**config.mk**
```make
export PLATFORM = sky130hd
export DESIGN_NAME = uart_tx_sched
export DESIGN_NICKNAME = d
export VERILOG_FILES = /design/src/rtl/uart_sched_pkg.sv /design/src/rtl/uart_sched_fifo.sv /design/src/rtl/uart_tx_sched.sv
export SDC_FILE = /design/constraint.sdc
export NUM_CORES = 1
export LEC_CHECK = 0
export ABC_AREA = 1
export BUFFER_PORTS_ARGS = -buffer_cell sky130_fd_sc_hd__buf_2
export CAP_MARGIN = 20
export CORE_MARGIN = 4
export CORE_UTILIZATION = 45
export DETAILED_ROUTE_END_ITERATION = 16
export PLACE_DENSITY = 0.67
export SYNTH_ARGS = -nofsm -noshare
export SYNTH_HDL_FRONTEND = slang
export SYNTH_HIERARCHICAL = 1
export SYNTH_SLANG_ARGS = --single-unit
```
**constraint.sdc**
```tcl
create_clock -name clk_i -period 2 [get_ports clk_i]
set_input_delay 0.1 -clock clk_i [delete_from_list [all_inputs] [get_ports clk_i]]
set_output_delay 0.1 -clock clk_i [all_outputs]
set_load 0.01 [all_outputs]
```
**src/rtl/uart_sched_pkg.sv**
```systemverilog
// Shared types and constants for the UART TX scheduler.
package uart_sched_pkg;

  typedef enum logic [2:0] {
    ST_INIT,
    ST_IDLE,
    ST_LOAD,
    ST_START,
    ST_WAIT,
    ST_CLEAR
  } state_e;

  localparam logic [7:0]  ADDR_BAUD_DEF  = 8'h00;
  localparam logic [7:0]  ADDR_TX_DEF    = 8'h04;
  localparam logic [7:0]  ADDR_TX_EN_DEF = 8'h0C;
  localparam logic [31:0] BAUD_DIV_DEF   = 32'd868;
  localparam logic [31:0] TX_EN_ON       = 32'd1;
  localparam logic [31:0] TX_EN_OFF      = 32'd0;

endpackage

```
**src/rtl/uart_sched_fifo.sv**
```systemverilog
// Synchronous byte FIFO with push, pop, flush and occupancy count.
module uart_sched_fifo #(
  parameter int DEPTH = 8
) (
  input  logic                     clk_i,
  input  logic                     rst_ni,
  input  logic                     push_i,
  input  logic [7:0]               push_data_i,
  input  logic                     pop_i,
  input  logic                     flush_i,
  output logic [7:0]               head_o,
  output logic                     full_o,
  output logic                     empty_o,
  output logic [$clog2(DEPTH):0]   level_o
);

  localparam int AW = $clog2(DEPTH);

  logic [7:0]    mem [DEPTH];
  logic [AW-1:0] wr_ptr;
  logic [AW-1:0] rd_ptr;
  logic [AW:0]   level;
  logic          do_push;
  logic          do_pop;

  // flush wins over a same-cycle push or pop
  assign do_push = push_i && !full_o && !flush_i;
  assign do_pop  = pop_i && !empty_o && !flush_i;

  assign full_o  = (level == (AW+1)'(DEPTH));
  assign empty_o = (level == '0);
  assign level_o = level;
  assign head_o  = mem[rd_ptr];

  always_ff @(posedge clk_i or negedge rst_ni) begin
    if (!rst_ni) begin
      wr_ptr <= '0;
      rd_ptr <= '0;
      level  <= '0;
    end else if (flush_i) begin
      wr_ptr <= '0;
      rd_ptr <= '0;
      level  <= '0;
    end else begin
      if (do_push) wr_ptr <= wr_ptr + AW'(1);
      if (do_pop)  rd_ptr <= rd_ptr + AW'(1);
      case ({do_push, do_pop})
        2'b10:   level <= level + (AW+1)'(1);
        2'b01:   level <= level - (AW+1)'(1);
        default: level <= level;
      endcase
    end
  end

  always_ff @(posedge clk_i) begin
    if (do_push) mem[wr_ptr] <= push_data_i;
  end

endmodule

```
**src/rtl/uart_tx_sched.sv**
```systemverilog
// Sequences uart_core register writes: baud init, then per-byte load/enable/wait/disable.
// Define UART_TX_SCHED_STATS_EN to add the tx_count_o completed-frame counter.
//   state | meaning
//   INIT  | write baud divisor once after reset
//   IDLE  | wait for a queued byte and a low TX interrupt
//   LOAD  | write head byte to TX data register, pop FIFO
//   START | write TX enable = 1, clear wait counter
//   WAIT  | wait for TX interrupt or timeout
//   CLEAR | write TX enable = 0
module uart_tx_sched
  import uart_sched_pkg::*;
#(
  parameter int          FIFO_DEPTH = 8,
  parameter logic [31:0] BAUD_DIV   = BAUD_DIV_DEF,
  parameter logic [7:0]  ADDR_BAUD  = ADDR_BAUD_DEF,
  parameter logic [7:0]  ADDR_TX    = ADDR_TX_DEF,
  parameter logic [7:0]  ADDR_TX_EN = ADDR_TX_EN_DEF,
  parameter logic [19:0] TIMEOUT    = 20'd100000
) (
  input  logic                          clk_i,
  input  logic                          rst_ni,
  input  logic                          push_valid_i,
  input  logic [7:0]                    push_data_i,
  output logic                          push_ready_o,
  input  logic                          flush_i,
  output logic                          uart_we_o,
  output logic                          uart_ren_o,
  output logic [7:0]                    uart_addr_o,
  output logic [31:0]                   uart_wdata_o,
  input  logic                          uart_intr_tx_i,
  output logic                          busy_o,
  output logic [$clog2(FIFO_DEPTH):0]   fifo_level_o,
  output logic                          err_timeout_o
`ifdef UART_TX_SCHED_STATS_EN
  ,
  output logic [15:0]                   tx_count_o
`endif
);

  state_e      state;
  logic [19:0] wait_cnt;
  logic [7:0]  head;
  logic        fifo_full;
  logic        fifo_empty;

  uart_sched_fifo #(.DEPTH(FIFO_DEPTH)) u_fifo (
    .clk_i       (clk_i),
    .rst_ni      (rst_ni),
    .push_i      (push_valid_i),
    .push_data_i (push_data_i),
    .pop_i       (state == ST_LOAD),
    .flush_i     (flush_i),
    .head_o      (head),
    .full_o      (fifo_full),
    .empty_o     (fifo_empty),
    .level_o     (fifo_level_o)
  );

  assign push_ready_o = !fifo_full;
  assign uart_ren_o   = 1'b0;
  assign busy_o       = (state != ST_IDLE) || !fifo_empty;

  always_ff @(posedge clk_i or negedge rst_ni) begin
    if (!rst_ni) begin
      state         <= ST_INIT;
      uart_we_o     <= 1'b0;
      uart_addr_o   <= '0;
      uart_wdata_o  <= '0;
      wait_cnt      <= '0;
      err_timeout_o <= 1'b0;
    end else begin
      uart_we_o    <= 1'b0;
      uart_addr_o  <= '0;
      uart_wdata_o <= '0;
      case (state)
        ST_INIT: begin
          uart_we_o    <= 1'b1;
          uart_addr_o  <= ADDR_BAUD;
          uart_wdata_o <= BAUD_DIV;
          state        <= ST_IDLE;
        end
        ST_IDLE: begin
          // a stale interrupt from a previous frame holds off the next load
          if (!fifo_empty && !uart_intr_tx_i) state <= ST_LOAD;
        end
        ST_LOAD: begin
          uart_we_o    <= 1'b1;
          uart_addr_o  <= ADDR_TX;
          uart_wdata_o <= {24'h0, head};
          state        <= ST_START;
        end
        ST_START: begin
          uart_we_o    <= 1'b1;
          uart_addr_o  <= ADDR_TX_EN;
          uart_wdata_o <= TX_EN_ON;
          wait_cnt     <= '0;
          state        <= ST_WAIT;
        end
        ST_WAIT: begin
          if (uart_intr_tx_i) begin
            state <= ST_CLEAR;
          end else if (wait_cnt == TIMEOUT - 20'd1) begin
            err_timeout_o <= 1'b1;
            state         <= ST_CLEAR;
          end else begin
            wait_cnt <= wait_cnt + 20'd1;
          end
        end
        ST_CLEAR: begin
          uart_we_o    <= 1'b1;
          uart_addr_o  <= ADDR_TX_EN;
          uart_wdata_o <= TX_EN_OFF;
          state        <= ST_IDLE;
        end
        default: state <= ST_INIT;
      endcase
    end
  end

`ifdef UART_TX_SCHED_STATS_EN
  always_ff @(posedge clk_i or negedge rst_ni) begin
    if (!rst_ni) begin
      tx_count_o <= '0;
    end else if (state == ST_WAIT && uart_intr_tx_i) begin
      tx_count_o <= tx_count_o + 16'd1;
    end
  end
`endif

endmodule

```
## After elaboration in Yosys (flattened, before gate mapping)

Memory sizes are Yosys's and may differ from the RTL's.
Cells that the tools add are included.

- Add/subtract/negate cells: 5
- Div/mod/pow operators: 0
- $lt $le $gt $ge: 0
- Bitwise operators: 1
- Multiplexer cells: 18
- $mul: 0
- Equal/unequal tests: 14
- Shift-type cells: 0
- Reduce and logical (&&, ||, !) cells: 22

Operators by type and width:

| operator | number |
|---|---|
| $mux 20 | 2 |
| $pmux 20 s2 | 1 |
| $pmux 10 s3 | 1 |
| $mux 3 | 7 |
| $add 20x1->20 const B | 1 |
| $eq 20x17->1 const B | 1 |
| $pmux 4 s2 | 2 |
| $pmux 3 s5 | 1 |
| $add 3x1->3 const B | 2 |
| $eq 3x2->1 const B | 2 |
| $eq 3x3->1 const B | 2 |
| $ne 2x2->1 const B | 3 |
| $reduce_and 3->1 | 2 |
| $reduce_bool 2->1 | 3 |
| $logic_and 1x1->1 | 5 |
| $add 4x1->4 const B | 1 |
| $eq 4x4->1 const B | 1 |
| $logic_not 1->1 | 4 |
| $logic_not 4->1 | 1 |
| $mux 4 | 1 |
| $reduce_or 2->1 | 2 |
| $reduce_or 4->1 | 1 |
| $sub 4x1->4 const B | 1 |
| $eq 3x1->1 const B | 1 |
| other kinds (10) | 12 |

- Memories kept: 1
- Input bits: 13
- Word-level logic and storage cells: 70
- Register bits after elaboration: 75
- Latch bits: 0
- Bits in read-only memories: 0
- Output and inout port bits: 49
- RAM bits: 64

Memories:

| memory | words | bits a word | rd ports | clocked after Yosys merged registers in | wr ports | line | source |
|---|---|---|---|---|---|---|---|
| u_fifo.mem | 8 | 8 | 1 | 0 | 1 | uart_sched_fifo.sv:19 | `logic [7:0] mem [DEPTH];` |

## Depth between registers and ports, before layout

Gate-level depths: netlist of run 1.

- Word-level depth: 7
- Depth in mapped cells: 17
- Gate-level depth less buffers: 17

## Cells and area by module

The synthesis of run 1 kept the hierarchy.

Modules (own cells, without submodules):

| module | instances | area each (µm²) | cells each | seq. area each (µm²) |
|---|---|---|---|---|
| uart_sched_fifo | 1 | 3171.8 | 279 | 2172.1 |
| uart_tx_sched | 1 | 2235.9 | 313 | 900.9 |

## Worst setup path before layout of run 1

No wires, ideal clock.

- Path type: register to register
- Start point: register state[2]
- End point: register u_fifo.level[3] (netlist: u_fifo/level_o[3])
- Setup time: 0.116 ns
- Arrival time: 1.937 ns
- Buffers on the path: 0
- Clock period less this slack: 2.054 ns
- Stages on the path, launching flop included: 17
- Path slack: -0.054 ns
- Required time: 1.884 ns
- Cells stage by stage: dfrtp_1 -> inv_2 -> nand2_1 -> nor2_1 -> inv_1 -> a21oi_2 -> inv_1 -> nor2_4 -> ha_1 -> a21oi_1 -> nand3_1 -> nand2_1 -> inv_1 -> nand2_1 -> nand2_1 -> nand2_1 -> nand2_1

- Cells in the longest elaborated chain, start to end: 6
- Elaborated cells on any way between the ends: 8
- Classes of those cells: 3 x eq/ne; 2 x mux; 3 x reduce/logical

RTL lines:

| element | line | source |
|---|---|---|
| start, declared | uart_tx_sched.sv:40 | `state_e state;` |
| start signal, assigned | uart_tx_sched.sv:65 | `state <= ST_INIT;` |
| start signal, assigned | uart_tx_sched.sv:80 | `state <= ST_IDLE;` |
| start signal, assigned | uart_tx_sched.sv:84 | `if (!fifo_empty && !uart_intr_tx_i) state <= ST_LOAD;` |
| $eq 3x2->1 (*) | uart_tx_sched.sv:51 | `.pop_i (state == ST_LOAD),` |
| $logic_and 1x1->1 (*) (2 in a row) | uart_sched_fifo.sv:28 | `assign do_pop = pop_i && !empty_o && !flush_i;` |
| $eq 2x1->1 / $eq 2x2->1 (equally long branches) | uart_sched_fifo.sv:47 | `case ({do_push, do_pop})` |
| $pmux 4 s2 | uart_sched_fifo.sv:47 |  |
| $mux 4 | uart_sched_fifo.sv:40 | `end else if (flush_i) begin` |
| end signal, assigned | uart_sched_fifo.sv:48 | `2'b10: level <= level + (AW+1)'(1);` |
| end signal, assigned | uart_sched_fifo.sv:49 | `2'b01: level <= level - (AW+1)'(1);` |
| end signal, assigned | uart_sched_fifo.sv:50 | `default: level <= level;` |
| end, declared | uart_sched_fifo.sv:22 | `logic [AW:0] level;` |

Mark *: on every way between the ends. The rest lies on a longest branch, timed or not.
A chain may end at the register's enable or synchronous reset.

## Worst setup path in the final report of run 1

- Start point: register u_fifo.level[2] (netlist: u_fifo/level_o[2])
- End point: register u_fifo.level[3] (netlist: u_fifo/level_o[3])

- Cells in the longest elaborated chain, start to end: 7
- Elaborated cells on any way between the ends: 15
- Classes of those cells: 2 x add/sub; 3 x eq/ne; 2 x mux; 8 x reduce/logical

RTL lines:

| element | line |
|---|---|
| $eq 4x4->1 / $logic_not 4->1 (equally long branches) | uart_sched_fifo.sv:30, uart_sched_fifo.sv:31 |
| $logic_not 1->1 (on tied branches) | uart_sched_fifo.sv:27, uart_sched_fifo.sv:28 |
| $logic_and 1x1->1 (on tied branches) (2 in a row) | uart_sched_fifo.sv:27, uart_sched_fifo.sv:28 |
| $eq 2x1->1 / $eq 2x2->1 (equally long branches) | uart_sched_fifo.sv:47 |
| $pmux 4 s2 | uart_sched_fifo.sv:47 |
| $mux 4 | uart_sched_fifo.sv:40 |

Several ways; a longest one is shown, not always the timed one.

==> summary.txt, run 1 <==
Yosys
  – Multiplexer share of the synthesized area: 0%
  – Synth Area in XOR/XNOR: 0.972%
  – Seq cells post-synth: 110
  – Cell variety after synth: 33
  – Synth Area in Compound Gates: 6.78%
  – Cell count after synthesis: 592
  – Largest family of logic cells by synthesized area: simple AND/OR/NAND/NOR gates
  – Mapped Avg Cell Area: 9.13 sq um
  – Ys Warns: 6
  – Post-synthesis adder-cell area fraction: 1.53%
  – Mapped Area: 5410 sq um
  – Sequential share of the synthesized area: 56.8%
  – Post-synthesis simple-gate area fraction: 24.6%

Place
  – DP Area: 5740 sq um
  – Number of port buffers: 32
  – Gp weighted congestion: 0.870
  – DP HPWL: 7780 microns

Clock network
  – Clock Sink Count: 110
  – Root Driver: clkbuf_16
  – Total CTS buffers: 9
  – Worst skew pair latency: 360 ps
  – CTS tree: yes
  – H-tree levels: 3
  – CTS clk-pin slew, worst paths: 80 ps
  – CTS Buffer Depth: 2

Job
  – # Max-Cap Violations: 0

Finish
  – Nets@finish: 670
  – Layout cells sized above 1: 17.2%
  – P&R area growth vs syn: 14.1%
  – ANT cells: 0
  – Design area: 6170 sq um

Global routing
  – Gr usage total: 17.4%
  – Largest net degree at the start of global routing: 35
  – Wire length of the first global-routing pass: 19200 microns
  – Initial antenna violation count: 0
  – Vias in the first global route: 3792
  – Grt ovf: 0

Detailed routing
  – Vias per inst: 5.01
  – Drt pass-1 iters: 4
  – Final wirelength: 11400 microns
  – DR WL/cell: 14.3 microns
  – Via count: 4002
  – Final antenna-violating net count: 0
  – Drt initial violations: 231
  – Residual DRC: 0

STA
  – Min Tclk post-route: 1900 ps
  – Setup TNS: 0 ps
  – Final Max Tran Viols: 0
  – RSZ-0062 raised after global routing: yes
  – Slew HR: 61.9%
  – Worst slew pin tran: 571 ps
  – Clock Skew: 8.38 ps
  – Final Cycle Share: 95.1%
  – Fmax: 526 MHz
  – Final Setup Violations: 0
  – Final Hold Fails: 0
  – Min Hold Slack: 6.51 ps

Pwr
  – Leak: 0.00271 uW
  – Power density over cell area: 975 nW/um^2
  – Max IR drop VDD: 768 uV

Status
  – Run status: finished, final reports clean

Worst setup path
  – Crit. End Element: register
  – Worst path slowest cell: dfrtp_1
  – Crit path cell chain: nor2_2 > nand2_2 > nand2_4 > nand2_4 > nor2_4 > ha_4 > a21oi_4 > nand2_1 > nand2_1 > nand2_1 > inv_1 > nand2_1 > nand2_1 > nand2_1 > nand2_1
  – Crit path DAT: 2210 ps
  – Crit path largest cell delay: 460 ps
  – Most used cell, CP: nand2_1
  – Startpoint types: register
  – Critical path required time: 2310 ps
  – Worst Path Max Fanout: 5
  – Critical path class: reg -> reg

Floorplanning
  – # IOs: 62
  – Row cnt: 39
  – Die height: 118 microns
  – Effective utilization at floorplan: 46.6%
  – Core area: 11600 sq um
  – Die area: 13800 sq um
  – Die width: 118 microns

Min path
  – Worst min path class: in -> reg
==> state kept, by name, indices dropped and copies added (netlist names) <==
register	cells
uart_we_o	1
uart_addr_o	2
wait_cnt	20
u_fifo/rd_ptr	3
state	3
u_fifo/mem	64
u_fifo/wr_ptr	3
err_timeout_o	1
u_fifo/level_o	4
uart_wdata_o	9
==> stage by stage <==
step / power [uW] / setup WS [ps] / utilization, % / std cells
2_1_floorplan: 3610 / 1.89 / - / 620
6_report: 6020 / 98.7 / 53.1 / 799
4_1_cts: 6020 / 7.18 / 52.7 / 798
3_3_place_gp: 4050 / 63.7 / 49.5 / 778
5_1_grt: 6390 / -46.7 / 53.1 / 799
3_5_place_dp: 4070 / 25.3 / 49.5 / 778
==> synth_stat cells (all sizes together) <==
| cell | n | area, sq um |
|---|---|---|
| a21oi | 16 | 91.3 |
| a31oi | 8 | 50.1 |
| ha | 5 | 62.6 |
| fa | 1 | 20.0 |
| nand2 | 153 | 612 |
| o21ai | 42 | 210 |
| edfxtp | 64 | 1920 |
| dfrtp | 46 | 1150 |
| clkinv | 1 | 3.75 |
| nand4 | 6 | 37.5 |
| xnor2 | 5 | 43.8 |
| nor3b | 1 | 7.51 |
| nor2 | 106 | 428 |
| bufinv | 1 | 17.5 |
| xor2 | 1 | 8.76 |
| buf | 40 | 299 |
| o21bai | 1 | 7.51 |
| o21a | 1 | 7.51 |
| clkbuf | 3 | 11.3 |
| nand3b | 1 | 7.51 |
| nand3 | 45 | 240 |
| conb | 1 | 3.75 |
| inv | 44 | 165 |
==> critical path: cells and delay by family, from the launching register on <==
family,cells,cell delay [ps]
flip-flops,1,460
buffers and inverters,1,50
AO/OA/AOI/OAI,1,140
adder cells (fa/ha/maj),1,230
AND/OR/NAND/NOR,12,950
==> worst paths after layout <==
kind	start	endpoint	slack [ps]	depth (start not counted)
setup / recovery	u_fifo/level_o[2]	u_fifo/level_o[3]	100	15
max in group asynchronous	rst_ni	uart_wdata_o[7]	1130	3
setup reg to reg	u_fifo/level_o[2]	u_fifo/level_o[3]	100	15
min in group asynchronous	rst_ni	wait_cnt[0]	260	2
hold reg to reg	err_timeout_o	err_timeout_o	490	1
hold / removal	push_data_i[3]	u_fifo/mem[7][3]	7	1
==> layout make-up <==
cell class | count | area, sq um
Timing Repair Buffer | 63 | 403
Clock buffer | 9 | 225
Sequential cell | 110 | 3070
Multi-Input combinational cell | 421 | 1990
Tap cell | 143 | 179
Clock inverter | 7 | 110
Inverter | 46 | 186
Fill cell | 1035 | 5450
==> layer usage <==
metal  GRT usage, %  share of wire (%)  up-vias
li1               -                  -     1998
met2           28.4                 49       92
met5              0                  0        -
met3           4.66                4.8       12
met4           5.71                1.5        0
met1           22.7                 45     1900
==> timing repair <==
action	CTS	global route
buffers inserted	0	1
gates resized for setup	0	9
hold buffers	4	0
setup endpoints to repair	0	1
endpoints found under the hold margin	42	0
==> power breakdown <==
group / internal (uW) / switching (uW)
Sequential: 2590 / 107
Combinational: 490 / 898
Clock: 1030 / 909
Total: 4100 / 1910
==> logic make-up after synthesis <==
kind of cell               after synthesis
xor gates and xnor gates                 6
adders and majority gates                6
other                                    1
and+or+nand+nor                        312
buffers and inverters                   89
AOI/OAI and AO/OA                       68
DFF                                    110
==> cell usage in the layout, fill, tap and decap left out <==
cell | Yosys | final
o21bai_1 | 1 | 1
dfrtp_1 | 46 | 46
inv_2 | 7 | 9
a21oi_1 | 13 | 12
o21a_1 | 1 | 1
nor2_1 | 98 | 97
xor2_1 | 1 | 1
nand2_1 | 144 | 143
nor2_4 | 2 | 4
nand2_2 | 6 | 6
clkbuf_16 | 0 | 9
nor2_2 | 6 | 5
nand3b_1 | 1 | 1
a31oi_1 | 8 | 8
buf_2 | 5 | 32
fa_1 | 1 | 1
nand4_1 | 6 | 6
clkinv_1 | 1 | 1
o21ai_1 | 19 | 19
inv_6 | 0 | 1
nand3_2 | 3 | 4
nor3b_1 | 1 | 1
dlygate4sd3_1 | 0 | 4
inv_8 | 0 | 2
clkinv_8 | 0 | 3
conb_1 | 1 | 29
edfxtp_1 | 64 | 64
ha_4 | 0 | 1
bufinv_16 | 0 | 1
buf_4 | 32 | 27
bufinv_8 | 1 | 1
a21oi_4 | 0 | 1
nand3_1 | 42 | 41
o21ai_0 | 23 | 23
a21oi_2 | 3 | 3
inv_1 | 37 | 35
ha_1 | 5 | 4
nand2_4 | 3 | 4
xnor2_1 | 5 | 5
Note: power is estimated with default switching activity, not from simulation.
==> run 2: changes to the inputs <==
- CELL_PAD_IN_SITES_DETAIL_PLACEMENT: default -> 1
- CELL_PAD_IN_SITES_GLOBAL_PLACEMENT: default -> 1
- CORE_UTILIZATION: 45 -> 40
- PLACE_DENSITY: 0.67 -> default
- PLACE_DENSITY_LB_ADDON: default -> 0.1
==> summary.txt, run 2 (synthesized netlist as in run 1, its figures left out) <==
STA
  – Min Hold Slack: 19.0 ps (+12.5 ps)
  – Final Hold Fails: 0 (unchanged)
  – Min Tclk post-route: 2030 ps (+125 ps)
  – Final Max Tran Viols: 0 (unchanged)
  – Worst slew pin tran: 618 ps (+46.9 ps)
  – Final Setup Violations: 1 (+1)
  – Fin worst setup slack: -26.0 ps (-125 ps)
  – Slew HR: 58.8% (-3.1 points)
  – Fmax: 494 MHz (-6.2%)
  – Clock Skew: 14.1 ps (+5.77 ps)
  – Final Cycle Share: 101% (+6.2 points)
  – RSZ-0062 raised after global routing: yes

Clock network
  – Clock Sink Count: 110 (unchanged)
  – CTS tree: yes
  – H-tree levels: 3 (unchanged)
  – CTS Buffer Depth: 2 (unchanged)
  – Worst skew pair latency: 360 ps (about the same)
  – Total CTS buffers: 9 (unchanged)
  – Root Driver: clkbuf_16
  – CTS clk-pin slew, worst paths: 80 ps (about the same)

Place
  – Number of port buffers: 32 (unchanged)
  – Gp weighted congestion: 0.852 (-2.1%)
  – DP HPWL: 9770 microns (+26%)
  – Pre-CTS setup slack: -85.4 ps (-111 ps)

Worst setup path
  – Reg2Reg Launch Point: state[2]
  – Crit. End Element: register
  – Top cell family by delay on the critical path: simple AND/OR/NAND/NOR gates
  – Worst Path Max Fanout: 3 (-2)
  – Buf/Inv on CP: 4 (+3)
  – Critical path class: reg -> reg
  – Startpoint types: register
  – Crit path largest cell delay: 390 ps (-70 ps)
  – Critical path origin: state[2]
  – Worst path slowest cell: dfrtp_1
  – Critical path required time: 2260 ps (-50 ps)
  – Crit path DAT: 2280 ps (+70 ps)
  – Crit path cell chain: inv_2 > nand2_4 > nor2_4 > inv_2 > a21oi_2 > inv_2 > nor2_4 > ha_4 > a21oi_4 > nand3_1 > nand2_2 > inv_2 > nand2_1 > nand2_1 > nand2_1 > nand2_1

Detailed routing
  – Final antenna-violating net count: 0 (unchanged)
  – Final wirelength: 13900 microns (+22%)
  – Drt pass-1 iters: 4 (unchanged)
  – DR WL/cell: 16.5 microns (+16%)
  – Via count: 4153 (+3.8%)
  – Vias per inst: 4.93 (-1.5%)
  – Residual DRC: 0 (unchanged)
  – Drt initial violations: 170 (-26%)

Global routing
  – Grt ovf: 0 (unchanged)
  – Gr usage total: 18.7% (+1.3 points)
  – Wire length of the first global-routing pass: 23000 microns (+20%)
  – Initial antenna violation count: 0 (unchanged)
  – Vias in the first global route: 4363 (+15%)
  – Largest net degree at the start of global routing: 34 (-2.9%)

Floorplanning
  – Die height: 124 microns (+5.7%)
  – Die area: 15400 sq um (+12%)
  – # IOs: 62 (unchanged)
  – Core area: 13200 sq um (+14%)
  – Die width: 124 microns (+5.7%)
  – Row cnt: 42 (+7.7%)
  – Effective utilization at floorplan: 40.8% (-5.7 points)

Finish
  – Nets@finish: 680 (+1.5%)
  – Max reg flops: 64 (unchanged)
  – ANT cells: 0 (unchanged)
  – Largest Register: u_fifo/mem
  – Most frequent cells in the layout: 142 x nand2_1, 96 x nor2_1, 64 x edfxtp_1, 44 x dfrtp_1, 41 x nand3_1
  – Layout cells sized above 1: 19.5% (+2.3 points)
  – Top Registers: u_fifo/mem: 64 flops, wait_cnt: 20 flops, uart_wdata_o: 9 flops
  – Commonest non-fill, non-tap cell in the layout: nand2_1
  – P&R area growth vs syn: 15.8%

Status
  – Run status: finished with violations
  – Failing checks: negative setup slack

Min path
  – Worst min path class: in -> reg
  – Hold Startpoint: push_data_i[3]

Pwr
  – Leak: 0.00272 uW (+0.56%)
  – Total power: 6080 uW (+1.1%)
  – Power density over cell area: 971 nW/um^2 (-0.41%)
  – Max IR drop VDD: 465 uV (-39%)

Job
  – # Max-Cap Violations: 0 (unchanged)
[run 2: changes by cell type in the layout (fill, tap and decap cells not counted), sizes merged]
cell         delta
clkinvlp        +1
buf            +12
bufinv          -1
inv             +2
clkbuf          +1
clkinv          -3
dlygate4sd3     -2
[run 2: final timing paths]
check	endpoint	slack (ps)	cells after the start
setup / recovery	u_fifo/level_o[3]	-30	16
hold / removal	u_fifo/mem[5][3]	20	1
setup reg to reg	u_fifo/level_o[3]	-30	16
hold reg to reg	err_timeout_o	490	1
max in group asynchronous	u_fifo/level_o[3]	1070	3
min in group asynchronous	wait_cnt[2]	300	2
[run 2: power by group]
group	internal [uW]	leakage (uW)	switching, uW
clock	885	0.000141	903
combinational	585	0.00139	1010
sequential	2590	0.00119	107
total	4060	0.00272	2020
[run 2: area by class of cell]
class	instances	area [sq um]
tap	176	220
fill	1602	6980
inverter	46	186
clock buffer	10	229
clock inverter	6	58.8
timing repair buffer	73	477
multi-input combinational	421	2010
sequential	110	3080
[run 2: layer usage]
metal | wire (microns) | vias up | GRT usage [%]
met5 | 0 | - | 0
met4 | 165 | 0 | 4.51
met3 | 593 | 11 | 5.02
met2 | 6590 | 82 | 30.5
met1 | 6580 | 2043 | 25.1
li1 | - | 2017 | -
[run 2: repair_timing]
item | CTS | global route
hold endpoints to repair | 25 | 0
setup endpoints to repair | 1 | 1
setup buffers | 5 | 5
pin swaps | 4 | 8
hold buffers | 2 | 0
resized for setup | 5 | 12
[run 2: per-stage QoR]
stage               cells  utilization (%)  setup TNS (ps)  cell area [sq um]
finish                842             47.3           -26.0               6260
global route          842             47.3            -151               6260
CTS                   837             46.6               0               6180
detailed placement    814             43.8           -85.4               5810
global placement      814             43.8               0               5810
floorplan             620                -               0               5520
==> run 3: changes to the inputs <==
- PLACE_DENSITY_LB_ADDON: 0.1 -> 0.12
==> summary.txt, run 3 (synthesized netlist as in run 1, its figures left out) <==
Status
  – Run status: finished, final reports clean

Finish
  – Layout cells sized above 1: 17.4% (-2.1 points)
  – Filler instances: 1592 (-0.62%)
  – Top Registers: u_fifo/mem: 64 flops, wait_cnt: 20 flops, uart_wdata_o: 9 flops
  – Final core occ: 46.4% (-0.85 points)
  – P&R area growth vs syn: 13.7%
  – ANT cells: 0 (unchanged)
  – Nets@finish: 670 (-1.5%)
  – Commonest non-fill, non-tap cell in the layout: nand2_1
  – Fin cells: 832 (-1.2%)
  – Most frequent cells in the layout: 143 x nand2_1, 97 x nor2_1, 64 x edfxtp_1, 46 x dfrtp_1, 42 x nand3_1
  – Max reg flops: 64 (unchanged)
  – Largest Register: u_fifo/mem

Worst setup path
  – Critical path required time: 2250 ps (about the same)
  – Startpoint types: register
  – Most used cell, CP: nand2_1
  – Worst path slowest cell: dfrtp_1
  – Flop2flop setup slack: 80 ps (+110 ps)
  – Reg2Reg Launch Point: u_fifo/level_o[3]
  – Critical path class: reg -> reg
  – Reg-to-Reg End: u_fifo/level_o[3]
  – Crit path cell chain: inv_2 > nor2_2 > nand2_2 > nand2_4 > nand2_4 > nor2_4 > ha_4 > a21oi_4 > nand3_1 > nand2_1 > inv_1 > nand2_1 > nand2_1 > nand2_1 > nand2_1
  – Worst Path Max Fanout: 5 (+2)
  – Crit path DAT: 2170 ps (-110 ps)
  – Crit path largest cell delay: 450 ps (+60 ps)
  – Crit. End Element: register
  – Worst Reg2Reg Path Length in Cells: 15 (-1)

Floorplanning
  – Row cnt: 42 (unchanged)
  – # IOs: 62 (unchanged)
  – Effective utilization at floorplan: 40.8% (unchanged)
  – Die height: 124 microns (unchanged)
  – Core area: 13200 sq um (unchanged)
  – Die width: 124 microns (unchanged)
  – Die area: 15400 sq um (unchanged)

Pwr
  – Leak: 0.00268 uW (-1.5%)
  – NetSw: 1960 uW (-3.1%)
  – Net Sw Frac: 33.1% (-0.22 points)
  – Max IR drop VDD: 403 uV (-13%)
  – Internal power: 3970 uW (-2.1%)
  – Seq pwr share: 45.4% (+1.1 points)
  – Logic pwr share: 24.7% (-1.6 points)
  – Power density over cell area: 965 nW/um^2 (-0.63%)
  – Clock group share of total power: 29.8% (+0.4 points)

Detailed routing
  – Residual DRC: 0 (unchanged)
  – DR WL/cell: 16.3 microns (-1.8%)
  – Drt pass-1 iters: 4 (unchanged)
  – Drt initial violations: 306 (+80%)
  – Final wirelength: 13500 microns (-2.9%)
  – Via count: 4074 (-1.9%)
  – Final antenna-violating net count: 0 (unchanged)
  – Vias per inst: 4.90 (-0.72%)

Global routing
  – GRT met1 Usage: 24.7% (-0.36 points)
  – Wire length of the first global-routing pass: 22200 microns (-3.7%)
  – Initial antenna violation count: 0 (unchanged)
  – Met2 Track Usage GR: 28.5% (-2.0 points)
  – Gr usage total: 17.9% (-0.79 points)
  – Vias in the first global route: 4251 (-2.6%)
  – Layer with the highest usage: met2
  – Largest net degree at the start of global routing: 47 (+38%)
  – Routing usage on met3: 3.60% (-1.4 points)
  – Grt ovf: 0 (unchanged)

Clock network
  – H-tree levels: 3 (unchanged)
  – CTS Buffer Depth: 2 (unchanged)
  – Total CTS buffers: 9 (unchanged)
  – Worst skew pair latency: 360 ps (about the same)
  – CTS clk-pin slew, worst paths: 80 ps (about the same)
  – CTS tree: yes
  – Root Driver: clkbuf_16
  – Clock Sink Count: 110 (unchanged)

STA
  – Final Cycle Share: 95.9% (-5.4 points)
  – Final Max Tran Viols: 0 (unchanged)
  – Worst slew pin tran: 663 ps (+45.7 ps)
  – RSZ-0062 raised after global routing: yes
  – Final Hold Fails: 0 (unchanged)
  – Clock Skew: 10.7 ps (-3.40 ps)
  – Final Setup Violations: 0 (-1)
  – Min Tclk post-route: 1920 ps (-108 ps)
  – Slew HR: 55.8% (-3.0 points)
  – Fmax: 521 MHz (+5.6%)

Min path
  – Hold Crit Endpoint: u_fifo/mem[1][3]
  – Hold Startpoint: push_data_i[3]
  – Hold path depth: 1 (unchanged)
  – Worst min path class: in -> reg

Place
  – Post-Place Cells: 814 (unchanged)
  – Gp weighted congestion: 0.898 (+5.3%)
  – DP HPWL: 9410 microns (-3.6%)
  – Number of port buffers: 32 (unchanged)

Job
  – # Max-Cap Violations: 0 (unchanged)
## run 3: cell types whose count changed in the layout (fill, tap and decap cells not counted), moves of 2 or more
cell,change
buf_4,-8
dfrtp_1,+2
dfrtp_2,-2
inv_6,+2
inv_8,-2
## run 3: power by group through the flow
stage / logic [uW] / registers (uW) / clock network, uW
2_1_floorplan: 799 / 2810 / 0
3_3_place_gp: 1410 / 2720 / 0
3_5_place_dp: 1430 / 2730 / 0
4_1_cts: 1450 / 2690 / 1820
5_1_grt: 1660 / 2720 / 1910
6_report: 1470 / 2700 / 1770
## run 3: what timing repair did
action | CTS | global route
buffers inserted | 0 | 1
endpoints found under the hold margin | 46 | 0
setup endpoints to repair | 1 | 1
pin swaps | 0 | 6
cloned | 0 | 0
gates resized for setup | 1 | 7
hold buffers | 1 | 0
## run 3: cell type report
class,instances,area [sq um],share of cell area [%]
clock inverters,7,61.3,0.997
multi-input cells,421,1990,32.3
well taps,176,220,3.58
flip-flops and latches,110,3070,50.0
clock buffers,9,225,3.66
inverters,46,186,3.03
repair buffers,63,395,6.43
## run 3: how the worst max path moves through the flow
| stage | start | end | slack, ps | depth (start not counted) |
|---|---|---|---|---|
| floorplan | state[2] | u_fifo/level_o[3] | 2 | 16 |
| global placement | state[2] | u_fifo/level_o[3] | 70 | 16 |
| detailed placement | state[2] | u_fifo/level_o[3] | -40 | 16 |
| CTS | state[2] | u_fifo/level_o[3] | 1 | 16 |
| global route | state[2] | u_fifo/level_o[3] | -110 | 17 |
| finish | u_fifo/level_o[3] | u_fifo/level_o[3] | 80 | 15 |
## run 3: worst max-delay path: cells and delay by family, from the launching register on
family / cells / cell delay [ps]
AND/OR/NAND/NOR: 11 / 900
flip-flops: 1 / 450
adder cells (fa/ha/maj): 1 / 240
AO/OA/AOI/OAI: 1 / 120
buffers and inverters: 2 / 110
## run 3: through the flow
stage	area (sq um)	hold slack [ps]	setup TNS [ps]	setup WS, ps	power (uW)
finish	6150	12.5	0	82.2	5930
global route	6150	28.3	-111	-111	6290
CTS	6120	9.45	0	1.36	5950
detailed placement	5810	258	-36.2	-36.2	4160
global placement	5810	253	0	67.3	4130
floorplan	5520	-196	0	1.89	3610
## run 3: routing by layer
| layer | routed length (microns) | share of wire (%) | up-vias |
|---|---|---|---|
| met5 | 0 | 0 | - |
| met4 | 242 | 1.8 | 0 |
| met2 | 6300 | 47 | 86 |
| met3 | 616 | 4.6 | 18 |
| li1 | - | - | 1998 |
| met1 | 6360 | 47 | 1972 |
